`config.mk`:
```
export PLATFORM = sky130hd
export DESIGN_NAME = clock_period_meter
export DESIGN_NICKNAME = d
export VERILOG_FILES = /design/src/rtl/clock_period_meter.sv
export SDC_FILE = /design/constraint.sdc
export NUM_CORES = 1
export LEC_CHECK = 0
export ABC_AREA = 1
export CORE_MARGIN = 2
export CORE_UTILIZATION = 35
export DETAILED_ROUTE_END_ITERATION = 12
export PLACE_DENSITY = 0.57
export SLEW_MARGIN = 20
export SYNTH_ARGS = -nofsm -noshare
export SYNTH_HDL_FRONTEND = slang
export SYNTH_SLANG_ARGS = --single-unit
```
`constraint.sdc`:
```
create_clock -name clock_in -period 1.93 [get_ports clock_in]
set_input_delay 0.193 -clock clock_in [delete_from_list [all_inputs] [get_ports clock_in]]
set_output_delay 0.193 -clock clock_in [all_outputs]
set_load 0.02 [all_outputs]
```
`src/rtl/clock_period_meter.sv`:
```
// Measures period (rise to rise) and high time (rise to fall) of a slow
// asynchronous square wave, counted in clock_in cycles.
module clock_period_meter #(
    parameter int WIDTH       = 16,
    parameter int SYNC_STAGES = 2
) (
    input  logic             clock_in,
    input  logic             reset_n,
    input  logic             sig_in,
    input  logic             enable,
    output logic [WIDTH-1:0] period_out,
    output logic [WIDTH-1:0] high_out,
    output logic             valid,
    output logic             stall
);

    typedef enum logic [1:0] {
        IDLE = 2'd0,
        ARM  = 2'd1,
        MEAS = 2'd2
    } state_t;

    localparam logic [WIDTH-1:0] CNT_MAX = '1;
    localparam logic [WIDTH-1:0] CNT_ONE = {{(WIDTH-1){1'b0}}, 1'b1};

    state_t                 r_state;
    state_t                 w_state_nxt;
    logic [SYNC_STAGES-1:0] r_sync;
    logic                   r_s_d;
    logic [WIDTH-1:0]       r_cnt;
    logic [WIDTH-1:0]       r_high;
    logic [WIDTH-1:0]       r_period;
    logic [WIDTH-1:0]       r_high_out;
    logic                   r_valid;
    logic                   r_stall;

    logic                   w_s;
    logic                   w_rise;
    logic                   w_fall;
    logic [WIDTH-1:0]       w_cnt_nxt;
    logic [WIDTH-1:0]       w_high_nxt;
    logic [WIDTH-1:0]       w_period_nxt;
    logic [WIDTH-1:0]       w_high_out_nxt;
    logic                   w_valid_nxt;
    logic                   w_stall_nxt;

    assign w_s    = r_sync[SYNC_STAGES-1];
    assign w_rise = w_s & ~r_s_d;
    assign w_fall = ~w_s & r_s_d;

    // Priority: enable low beats everything; in MEAS a rise beats the timeout.
    always_comb begin
        w_state_nxt    = r_state;
        w_cnt_nxt      = r_cnt;
        w_high_nxt     = r_high;
        w_period_nxt   = r_period;
        w_high_out_nxt = r_high_out;
        w_valid_nxt    = 1'b0;
        w_stall_nxt    = r_stall;

        if (!enable) begin
            w_state_nxt = IDLE;
            w_cnt_nxt   = '0;
        end else begin
            case (r_state)
                IDLE: begin
                    w_cnt_nxt   = '0;
                    w_state_nxt = ARM;
                end
                ARM: begin
                    w_cnt_nxt = '0;
                    if (w_rise) begin
                        w_cnt_nxt   = CNT_ONE;
                        w_state_nxt = MEAS;
                    end
                end
                MEAS: begin
                    w_cnt_nxt = r_cnt + CNT_ONE;
                    if (w_fall) begin
                        w_high_nxt = r_cnt;
                    end
                    if (w_rise) begin
                        w_period_nxt   = r_cnt;
                        w_high_out_nxt = r_high;
                        w_valid_nxt    = 1'b1;
                        w_stall_nxt    = 1'b0;
                        w_cnt_nxt      = CNT_ONE;
                    end else if (r_cnt == CNT_MAX) begin
                        // Saturated without a rise: flag it and re-arm rather than wrap.
                        w_stall_nxt = 1'b1;
                        w_cnt_nxt   = '0;
                        w_state_nxt = ARM;
                    end
                end
                default: begin
                    w_state_nxt = IDLE;
                    w_cnt_nxt   = '0;
                end
            endcase
        end
    end

    always_ff @(posedge clock_in or negedge reset_n) begin
        if (!reset_n) begin
            r_state    <= IDLE;
            r_sync     <= '0;
            r_s_d      <= 1'b0;
            r_cnt      <= '0;
            r_high     <= '0;
            r_period   <= '0;
            r_high_out <= '0;
            r_valid    <= 1'b0;
            r_stall    <= 1'b0;
        end else begin
            r_state    <= w_state_nxt;
            r_sync     <= {r_sync[SYNC_STAGES-2:0], sig_in};
            r_s_d      <= w_s;
            r_cnt      <= w_cnt_nxt;
            r_high     <= w_high_nxt;
            r_period   <= w_period_nxt;
            r_high_out <= w_high_out_nxt;
            r_valid    <= w_valid_nxt;
            r_stall    <= w_stall_nxt;
        end
    end

    assign period_out = r_period;
    assign high_out   = r_high_out;
    assign valid      = r_valid;
    assign stall      = r_stall;

endmodule

```
==> results.sh, run 1 <==
export IMPL_ant_nets=0
export IMPL_layout_min_cycle_time_ns=1.727
export IMPL_path_max_fanout=10
export IMPL_cts_hold_buf=1
export IMPL_r2r_slack_ns=0.20
export IMPL_track_usage=0.1360
export IMPL_htree_levels=3
export IMPL_fin_tns_setup_ns=0
export IMPL_hold_worst_slack_ns=0.2840
export IMPL_grt_max_degree=72
export IMPL_finalSetupViolCount=0
export IMPL_ys_warn_count=0
export IMPL_worstSetupPathType="reg2reg"
export IMPL_seq_area_frac_synth=0.5924
export IMPL_ys_seq_elements=71
export IMPL_post_synth_cell_area_avg_um2=9.228
export IMPL_ys_flop_type="dfrtp_1"
export IMPL_drt_pass1_iter_count=4
export IMPL_ioPinCount=38
export IMPL_final_util=0.4500
export IMPL_holdPathEnd="r_sync[0]"
export IMPL_hold_viol_final=0
export IMPL_hpwl_mm=3.722
export IMPL_grt_pass1_wl_mm=9.591
export IMPL_critPathCaptureType="register"
export IMPL_rsz0062_at_grt="no"
export IMPL_period_share=0.8946
export IMPL_hold_depth=1
export IMPL_startpoint_type="register"
export IMPL_final_nets=377
export IMPL_remaining_drc_errors=0
export IMPL_diodes=0
export IMPL_grt_overflow=0
export IMPL_crit_start="r_state[0]"
export IMPL_gp_congestion=0.8230
export IMPL_initial_core_util=0.3632
export IMPL_clock_latency_ns=0.35
export IMPL_hold_start="sig_in"
export IMPL_die_w_um=96.57
export IMPL_synth_edff_count=0
export IMPL_r2r_cells=6
export IMPL_antenna_found_initial=0
export IMPL_status="finished, final reports clean"
export IMPL_cts_buffer_depth=2
export IMPL_die_area_mm2=0.009326
export IMPL_critPathArrivalTime_ns=1.98
export IMPL_worstReg2RegEnd="r_cnt[8]"
export IMPL_rr_startpoint="r_state[0]"
export IMPL_synth_cell_types=24
export IMPL_postCtsSetupBuffers=0
export IMPL_syn_inst=325
export IMPL_p_leak_uw=0.001750
export IMPL_critPathRequiredTime_ns=2.19
export IMPL_io_buffers=37
export IMPL_die_h_um=96.57
export IMPL_drtIter0Drc=81
export IMPL_num_vias=2175
export IMPL_clkTransAtPathRegs_ns=0.07
export IMPL_final_max_slew_viol_count=0
export IMPL_coreArea_mm2=0.008258
export IMPL_finClkSkew_ns=0.008102
export IMPL_cts_sinks=71
export IMPL_wl_mm=5.457
export IMPL_post_cts_resized=0
export IMPL_hp_class="in2reg"
export IMPL_max_freq_mhz=579.2
export IMPL_fp_row_count=33
export IMPL_vias_per_cell=4.541
export IMPL_post_drt_wl_per_cell_um=11.39
export IMPL_syn_area_mm2=0.002999
export IMPL_worst_pin_slew_ns=0.4514
export IMPL_synthesis_nets=333
export IMPL_cts_root_buf="clkbuf_8"
export IMPL_syn_to_final_growth_pct=23.90
export IMPL_grt_pass1_vias=2072
export IMPL_drive_gt1_frac=0.1203
export IMPL_synth_async_reset_ratio=1.000
export IMPL_numCtsBuffers=9
export IMPL_slew_headroom=0.6979
export IMPL_vdd_ir_drop_max_mv=0.3846
export IMPL_powerDensity_mw_per_mm2=844.0
export IMPL_cts_tree="built"
export IMPL_cap_violations=0
==> worst max-delay path: stages (launching register included) <==
cell	delay, ns
dfrtp_1	0.43
inv_1	0.07
ha_1	0.21
nand2_2	0.11
nor2_1	0.37
nand2_2	0.25
nor3_1	0.19
==> state kept, by name, summed over array words and instances, names as in the netlist <==
signal,flops
valid,1
r_high,16
stall,1
r_sync,2
r_s_d,1
high_out,16
r_cnt,16
period_out,16
r_state,2
==> metrics by stage <==
stage	cell area, um^2	power, uW	instances	setup WS (ns)
after floorplan	2999	1744	325	0.3637
after global placement	3476	1830	462	0.1524
after detailed placement	3476	1834	462	0.1153
after CTS	3716	3187	479	0.1639
after global routing	3716	3286	479	0.02390
final	3716	3137	479	0.2035
==> synth_stat cells (2+ instances only) <==
cell | n | area (um^2)
a21oi_1 | 7 | 35.03
buf_2 | 2 | 10.01
buf_6 | 4 | 45.04
clkbuf_1 | 4 | 15.01
dfrtp_1 | 71 | 1777
ha_1 | 4 | 50.05
inv_1 | 37 | 138.9
nand2_1 | 105 | 394.1
nand2_2 | 3 | 18.77
nand3_1 | 11 | 55.05
nand4_1 | 3 | 18.77
nor2_1 | 21 | 78.83
nor3_1 | 7 | 35.03
o211ai_1 | 2 | 15.01
o21ai_0 | 15 | 75.07
o21ai_1 | 2 | 10.01
o21ai_2 | 16 | 140.1
xor2_1 | 5 | 43.79
==> cell families (layout without fill, tap and decap cells) <==
logic type / count (synthesis) / after routing / synth area share
buffers and inverters: 48 / 97 / 0.07092
DFF: 71 / 71 / 0.5924
xor gates and xnor gates: 5 / 5 / 0.01460
and+or+nand+nor: 153 / 153 / 0.2082
AOI/OAI and AO/OA: 44 / 44 / 0.09720
adders and majority gates: 4 / 4 / 0.01669
==> layout make-up <==
type | count | area [um^2]
clock buffers | 10 | 137.6
clock inverters | 6 | 92.59
fillers | 810 | 4542
inverters | 38 | 142.6
multi-input cells | 206 | 1010
flip-flops and latches | 71 | 1777
well taps | 105 | 131.4
repair buffers | 43 | 425.4
==> layer usage <==
layer | GRT usage | share of wire
met4 | 0.06103 | 0.018
met5 | 0 | 0
met1 | 0.1694 | 0.48
met3 | 0.04034 | 0.043
met2 | 0.2188 | 0.46
==> placed cells by master, fill, tap and decap left out, types with 3 or more instances in the layout <==
cell / Yosys / final
a21oi_1: 7 / 7
buf_4: 0 / 4
clkbuf_8: 0 / 10
clkdlybuf4s50_1: 0 / 36
dfrtp_1: 71 / 71
ha_1: 4 / 4
inv_1: 37 / 37
nand2_1: 105 / 105
nand2_2: 3 / 3
nand3_1: 11 / 11
nand4_1: 3 / 3
nor2_1: 21 / 21
nor3_1: 7 / 7
o21ai_0: 15 / 15
o21ai_2: 16 / 16
xor2_1: 5 / 5
==> where the power goes <==
part           switching, uW  total, uW  internal [uW]
Combinational            160        249           89.4
Clock                    570       1340            769
Sequential              29.3       1550           1520
==> how the worst max path moves through the flow <==
stage                            end  slack [ns]  cells after the start
final                       r_cnt[8]        0.20                      6
after global routing        r_cnt[7]        0.02                      6
after CTS                   r_cnt[7]        0.16                      6
after detailed placement    r_cnt[7]        0.12                      5
after global placement      r_cnt[7]        0.15                      5
after floorplan           r_high[14]        0.36                      8
(Power assumes the default switching activity.)
==> run 2, diff against run 1 <==
--- a/config.mk
+++ b/config.mk
@@ -6,6 +6,7 @@
 export NUM_CORES = 1
 export LEC_CHECK = 0
 export ABC_AREA = 1
+export CORE_ASPECT_RATIO = 2
 export CORE_MARGIN = 2
 export CORE_UTILIZATION = 35
 export DETAILED_ROUTE_END_ITERATION = 12
==> run 2 against run 1 <==
  * Sequential power about the same
  * Sequential cell count unchanged
  * Die area increased by 0.48%
  * Clock power increased by 12%
  * Register-to-register slack improved by 0.02 ns
  * Critical path type unchanged
  * Highest routed layer unchanged
==> results.sh, run 2 (synthesis gave the netlist of run 1 again) <==
export IMPL_post_drt_wl_per_cell_um=12.24
export IMPL_design_area_mm2=0.003762
export IMPL_final_nets=377
export IMPL_max_freq_mhz=585.1
export IMPL_final_max_slew_viol_count=0
export IMPL_cts_buffer_depth=2
export IMPL_worstSetupPathType="reg2reg"
export IMPL_die_w_um=69.46
export IMPL_layout_commonest_cell="nand2_1"
export IMPL_path_buf_inv=2
export IMPL_coreArea_mm2=0.008292
export IMPL_clkTransAtPathRegs_ns=0.05
export IMPL_p_leak_uw=0.001781
export IMPL_cts_root_buf="clkbuf_16"
export IMPL_vias_per_cell=4.572
export IMPL_numCtsBuffers=9
export IMPL_critPathCaptureType="register"
export IMPL_regArea_mm2=0.001777
export IMPL_critPathMaxStageDelay_ns=0.42
export IMPL_rsz0062_at_grt="no"
export IMPL_slowest_stage="dfrtp_1"
export IMPL_powerDensity_mw_per_mm2=879.0
export IMPL_multi_input_area_mm2=0.001017
export IMPL_cp_num_cells=7
export IMPL_grt_overflow=0
export IMPL_hpwl_mm=4.209
export IMPL_cts_sinks=71
export IMPL_diodes=0
export IMPL_die_area_mm2=0.009370
export IMPL_ant_nets=0
export IMPL_path_max_fanout=32
export IMPL_grt_max_degree=72
export IMPL_drive_gt1_frac=0.1176
export IMPL_fillers=830
export IMPL_finClkSkew_ns=0.002446
export IMPL_period_share=0.8855
export IMPL_fin_tns_setup_ns=0
export IMPL_ioPinCount=38
export IMPL_critPathArrivalTime_ns=1.91
export IMPL_grt_pass1_wl_mm=10.21
export IMPL_syn_to_final_growth_pct=25.45
export IMPL_final_cell_mix="nand2_1 (105), dfrtp_1 (71), inv_1 (37)"
export IMPL_hold_viol_final=0
export IMPL_finalSetupViolCount=0
export IMPL_hold_worst_slack_ns=0.3094
export IMPL_cts_tree="built"
export IMPL_drt_pass1_iter_count=4
export IMPL_htree_levels=3
export IMPL_die_h_um=134.9
export IMPL_final_util=0.4538
export IMPL_clock_latency_ns=0.32
export IMPL_hold_depth=1
export IMPL_vdd_ir_drop_max_mv=0.5407
export IMPL_startpoint_type="register"
export IMPL_slew_headroom=0.6763
export IMPL_layout_min_cycle_time_ns=1.709
export IMPL_drtIter0Drc=107
export IMPL_hp_class="in2reg"
export IMPL_r2r_cells=7
export IMPL_remaining_drc_errors=0
export IMPL_num_vias=2158
export IMPL_cp_cell_sequence="inv_1, ha_1, nand2_2, or3_1, buf_4, nand2_1, o21ai_2"
export IMPL_worst_pin_slew_ns=0.4837
export IMPL_cap_violations=0
export IMPL_crit_family="simple AND/OR/NAND/NOR gates"
export IMPL_fp_row_count=47
export IMPL_grt_pass1_vias=2180
export IMPL_wl_mm=5.775
export IMPL_initial_core_util=0.3617
export IMPL_antenna_found_initial=0
export IMPL_status="finished, final reports clean"
export IMPL_track_usage=0.1390
export IMPL_gp_congestion=0.8186
export IMPL_placed_area_mm2=0.003467
export IMPL_io_buffers=37
export IMPL_postCtsSetupBuffers=0
export IMPL_critPathRequiredTime_ns=2.13
==> run 2: report_power, final <==
part / total, uW / leakage [uW] / internal (uW) / switching (uW)
sequential: 1550 / 0.000983 / 1520 / 29.5
clock: 1500 / 0.000136 / 935 / 568
combinational: 252 / 0.000662 / 90.1 / 162
total: 3310 / 0.00178 / 2550 / 760
==> run 2: repair_timing <==
action	4_1_cts	5_1_grt
gates resized for setup	0	2
hold endpoints to repair	71	0
setup endpoints to repair	0	2
hold buffers	1	0
==> run 2: metrics by stage <==
step           power [uW]  setup slack [ns]  cells
2_1_floorplan        1744            0.3637    325
6_report             3307            0.2210    472
3_5_place_dp         1836            0.1563    455
5_1_grt              3447           0.03346    472
4_1_cts              3356            0.1850    472
3_3_place_gp         1829            0.1756    455
==> run 2: worst register-to-register path: stages, from the launching register on <==
cell     delay (ns)
dfrtp_1        0.42
inv_1          0.08
ha_1           0.21
nand2_2        0.11
or3_1          0.31
buf_4          0.26
nand2_1        0.14
o21ai_2        0.06
==> run 2: layer usage <==
metal,global-route usage,routed length [um]
met5,0,0
met4,0.06427,133
met3,0.03731,174
met2,0.2489,3053
met1,0.1507,2413
==> run 2: area by class of cell <==
type,instances,share of cell area
Clock buffer,13,0.06917
Clock inverter,3,0.004656
Inverter,38,0.03791
Multi-Input combinational cell,206,0.2704
Sequential cell,71,0.4722
Tap cell,98,0.03259
Timing Repair Buffer,43,0.1131
==> run 2: worst paths after layout <==
kind	from	endpoint	slack, ns
max	r_state[0]	r_high[2]	0.22
min	sig_in	r_sync[0]	0.31
max reg2reg	r_state[0]	r_high[2]	0.22
min reg2reg	r_sync[0]	r_sync[1]	0.35
max in group asynchronous	reset_n	r_high[12]	1.20
min in group asynchronous	reset_n	period_out[3]	0.42
==> run 3, diff against run 2 <==
--- a/config.mk
+++ b/config.mk
@@ -7,7 +7,7 @@
 export LEC_CHECK = 0
 export ABC_AREA = 1
 export CORE_ASPECT_RATIO = 2
-export CORE_MARGIN = 2
+export CORE_MARGIN = 1.5
 export CORE_UTILIZATION = 35
 export DETAILED_ROUTE_END_ITERATION = 12
 export PLACE_DENSITY = 0.57
==> run 3 against run 2 <==
  * Final area up 1.9%
  * Sequential power about the same
  * Sequential share of layout area down 0.89 points
  * Cell count is 0.42% higher
  * Register-to-register slack barely moved
  * Via count increased by 1.3%
  * Largest power group is now clock
  * Utilization up 0.88 points
  * Combinational power increased by 6%
  * Maximum frequency fell by 0.50%
==> results.sh, run 3 (synthesis gave the netlist of run 1 again) <==
export IMPL_r2r_slack_ns=0.21
export IMPL_final_cells=474
export IMPL_cts_root_buf="clkbuf_16"
export IMPL_wl_mm=6.047
export IMPL_drive_gt1_frac=0.1223
export IMPL_final_max_slew_viol_count=0
export IMPL_status="finished, final reports clean"
export IMPL_placed_cells=457
export IMPL_final_cell_mix="nand2_1 (105), dfrtp_1 (71), inv_1 (37)"
export IMPL_drt_pass1_iter_count=4
export IMPL_io_buffers=37
export IMPL_ioPinCount=38
export IMPL_postCtsSetupBuffers=0
export IMPL_worstReg2RegEnd="r_cnt[3]"
export IMPL_die_area_mm2=0.009167
export IMPL_remaining_drc_errors=0
export IMPL_htree_levels=3
export IMPL_regArea_mm2=0.001777
export IMPL_num_vias=2187
export IMPL_gp_congestion=0.7624
export IMPL_path_max_fanout=10
export IMPL_vias_per_cell=4.614
export IMPL_critPathCaptureType="register"
export IMPL_cap_violations=0
export IMPL_critPathRequiredTime_ns=2.17
export IMPL_hold_start="sig_in"
export IMPL_numCtsBuffers=9
export IMPL_worstSetupPathType="reg2reg"
export IMPL_rr_startpoint="r_cnt[0]"
export IMPL_hold_depth=1
export IMPL_hold_viol_final=0
export IMPL_rsz0062_at_grt="no"
export IMPL_period_share=0.8899
export IMPL_coreArea_mm2=0.008292
export IMPL_clock_latency_ns=0.33
export IMPL_cts_sinks=71
export IMPL_fp_row_count=47
export IMPL_antenna_found_initial=0
export IMPL_r2r_cells=6
export IMPL_grt_overflow=0
export IMPL_startpoint_type="register"
export IMPL_cts_tree="built"
export IMPL_initial_core_util=0.3617
export IMPL_worst_pin_slew_ns=0.5976
export IMPL_hp_class="in2reg"
export IMPL_syn_to_final_growth_pct=27.87
export IMPL_slew_headroom=0.6016
export IMPL_track_usage=0.1569
export IMPL_holdPathEnd="r_sync[0]"
export IMPL_ant_nets=0
export IMPL_die_h_um=133.9
export IMPL_multi_input_area_mm2=0.001012
export IMPL_diodes=0
export IMPL_grt_max_degree=53
export IMPL_final_nets=379
export IMPL_post_drt_wl_per_cell_um=12.76
export IMPL_placed_area_mm2=0.003495
export IMPL_max_freq_mhz=582.2
export IMPL_grt_pass1_vias=2250
export IMPL_powerDensity_mw_per_mm2=936.9
export IMPL_finalSetupViolCount=0
export IMPL_fillers=801
export IMPL_clkTransAtPathRegs_ns=0.05
export IMPL_p_leak_uw=0.001819
export IMPL_design_area_mm2=0.003835
export IMPL_hpwl_mm=4.326
export IMPL_drtIter0Drc=101
export IMPL_finClkSkew_ns=0.003800
export IMPL_layout_min_cycle_time_ns=1.718
export IMPL_die_w_um=68.46
export IMPL_cts_buffer_depth=2
export IMPL_grt_pass1_wl_mm=10.58
export IMPL_critPathArrivalTime_ns=1.95
export IMPL_layout_commonest_cell="nand2_1"
export IMPL_vdd_ir_drop_max_mv=0.4253
run 3: how the worst max path moves through the flow:
| stage | endpoint | slack [ns] | start |
|---|---|---|---|
| floorplan | r_high[14] | 0.36 | r_state[0] |
| global placement | r_state[0] | 0.02 | enable |
| detailed placement | r_state[1] | -0.03 | enable |
| CTS | r_cnt[3] | 0.18 | r_cnt[0] |
| global route | r_state[1] | 0.007 | r_state[0] |
| finish | r_cnt[3] | 0.21 | r_cnt[0] |
run 3: what timing repair did:
action                     4_1_cts  5_1_grt
cloned                           0        0
setup endpoints to repair        2        1
hold endpoints to repair        20        0
resized for setup                1        1
hold buffers                     1        0
run 3: final cells by class:
class / count / area share
Clock buffer: 13 / 0.06786
Sequential cell: 71 / 0.4633
Inverter: 38 / 0.03785
Multi-Input combinational cell: 206 / 0.2639
Tap cell: 98 / 0.03197
Clock inverter: 3 / 0.01697
Timing Repair Buffer: 45 / 0.1181
run 3: layer usage:
layer | track usage | vias to the layer above | share of wire
met3 | 0.03859 | 13 | 0.033
met4 | 0.08778 | 0 | 0.031
met5 | 0 | - | 0
met1 | 0.1828 | 1026 | 0.40
li1 | - | 1110 | -
met2 | 0.2537 | 38 | 0.53
run 3: critical path, cell delays in order (launching register included):
cell and delay [ns]:
dfrtp_1 0.39, ha_1 0.23, nand3_1 0.19, nor2_1 0.13, a21oi_2 0.26, nand2_2 0.21, nor3_1 0.20
run 3: through the flow:
stage | TNS, ns | worst slack (ns) | util | hold slack, ns | total power [uW]
after global placement | 0 | 0.02406 | 0.4215 | 0.2185 | 1836
after detailed placement | -0.04881 | -0.03064 | 0.4215 | 0.2400 | 1848
after CTS | 0 | 0.1849 | 0.4622 | 0.2918 | 3650
after floorplan | 0 | 0.3637 | - | -0.1026 | 1744
final | 0 | 0.2125 | 0.4625 | 0.3009 | 3593
after global routing | 0 | 0.007020 | 0.4625 | 0.3139 | 3743
run 3: report_power, final:
group          switching (uW)  total (uW)  internal (uW)
sequential               29.2        1550           1520
clock                     575        1770           1200
combinational             171         267           96.4
total                     775        3590           2820
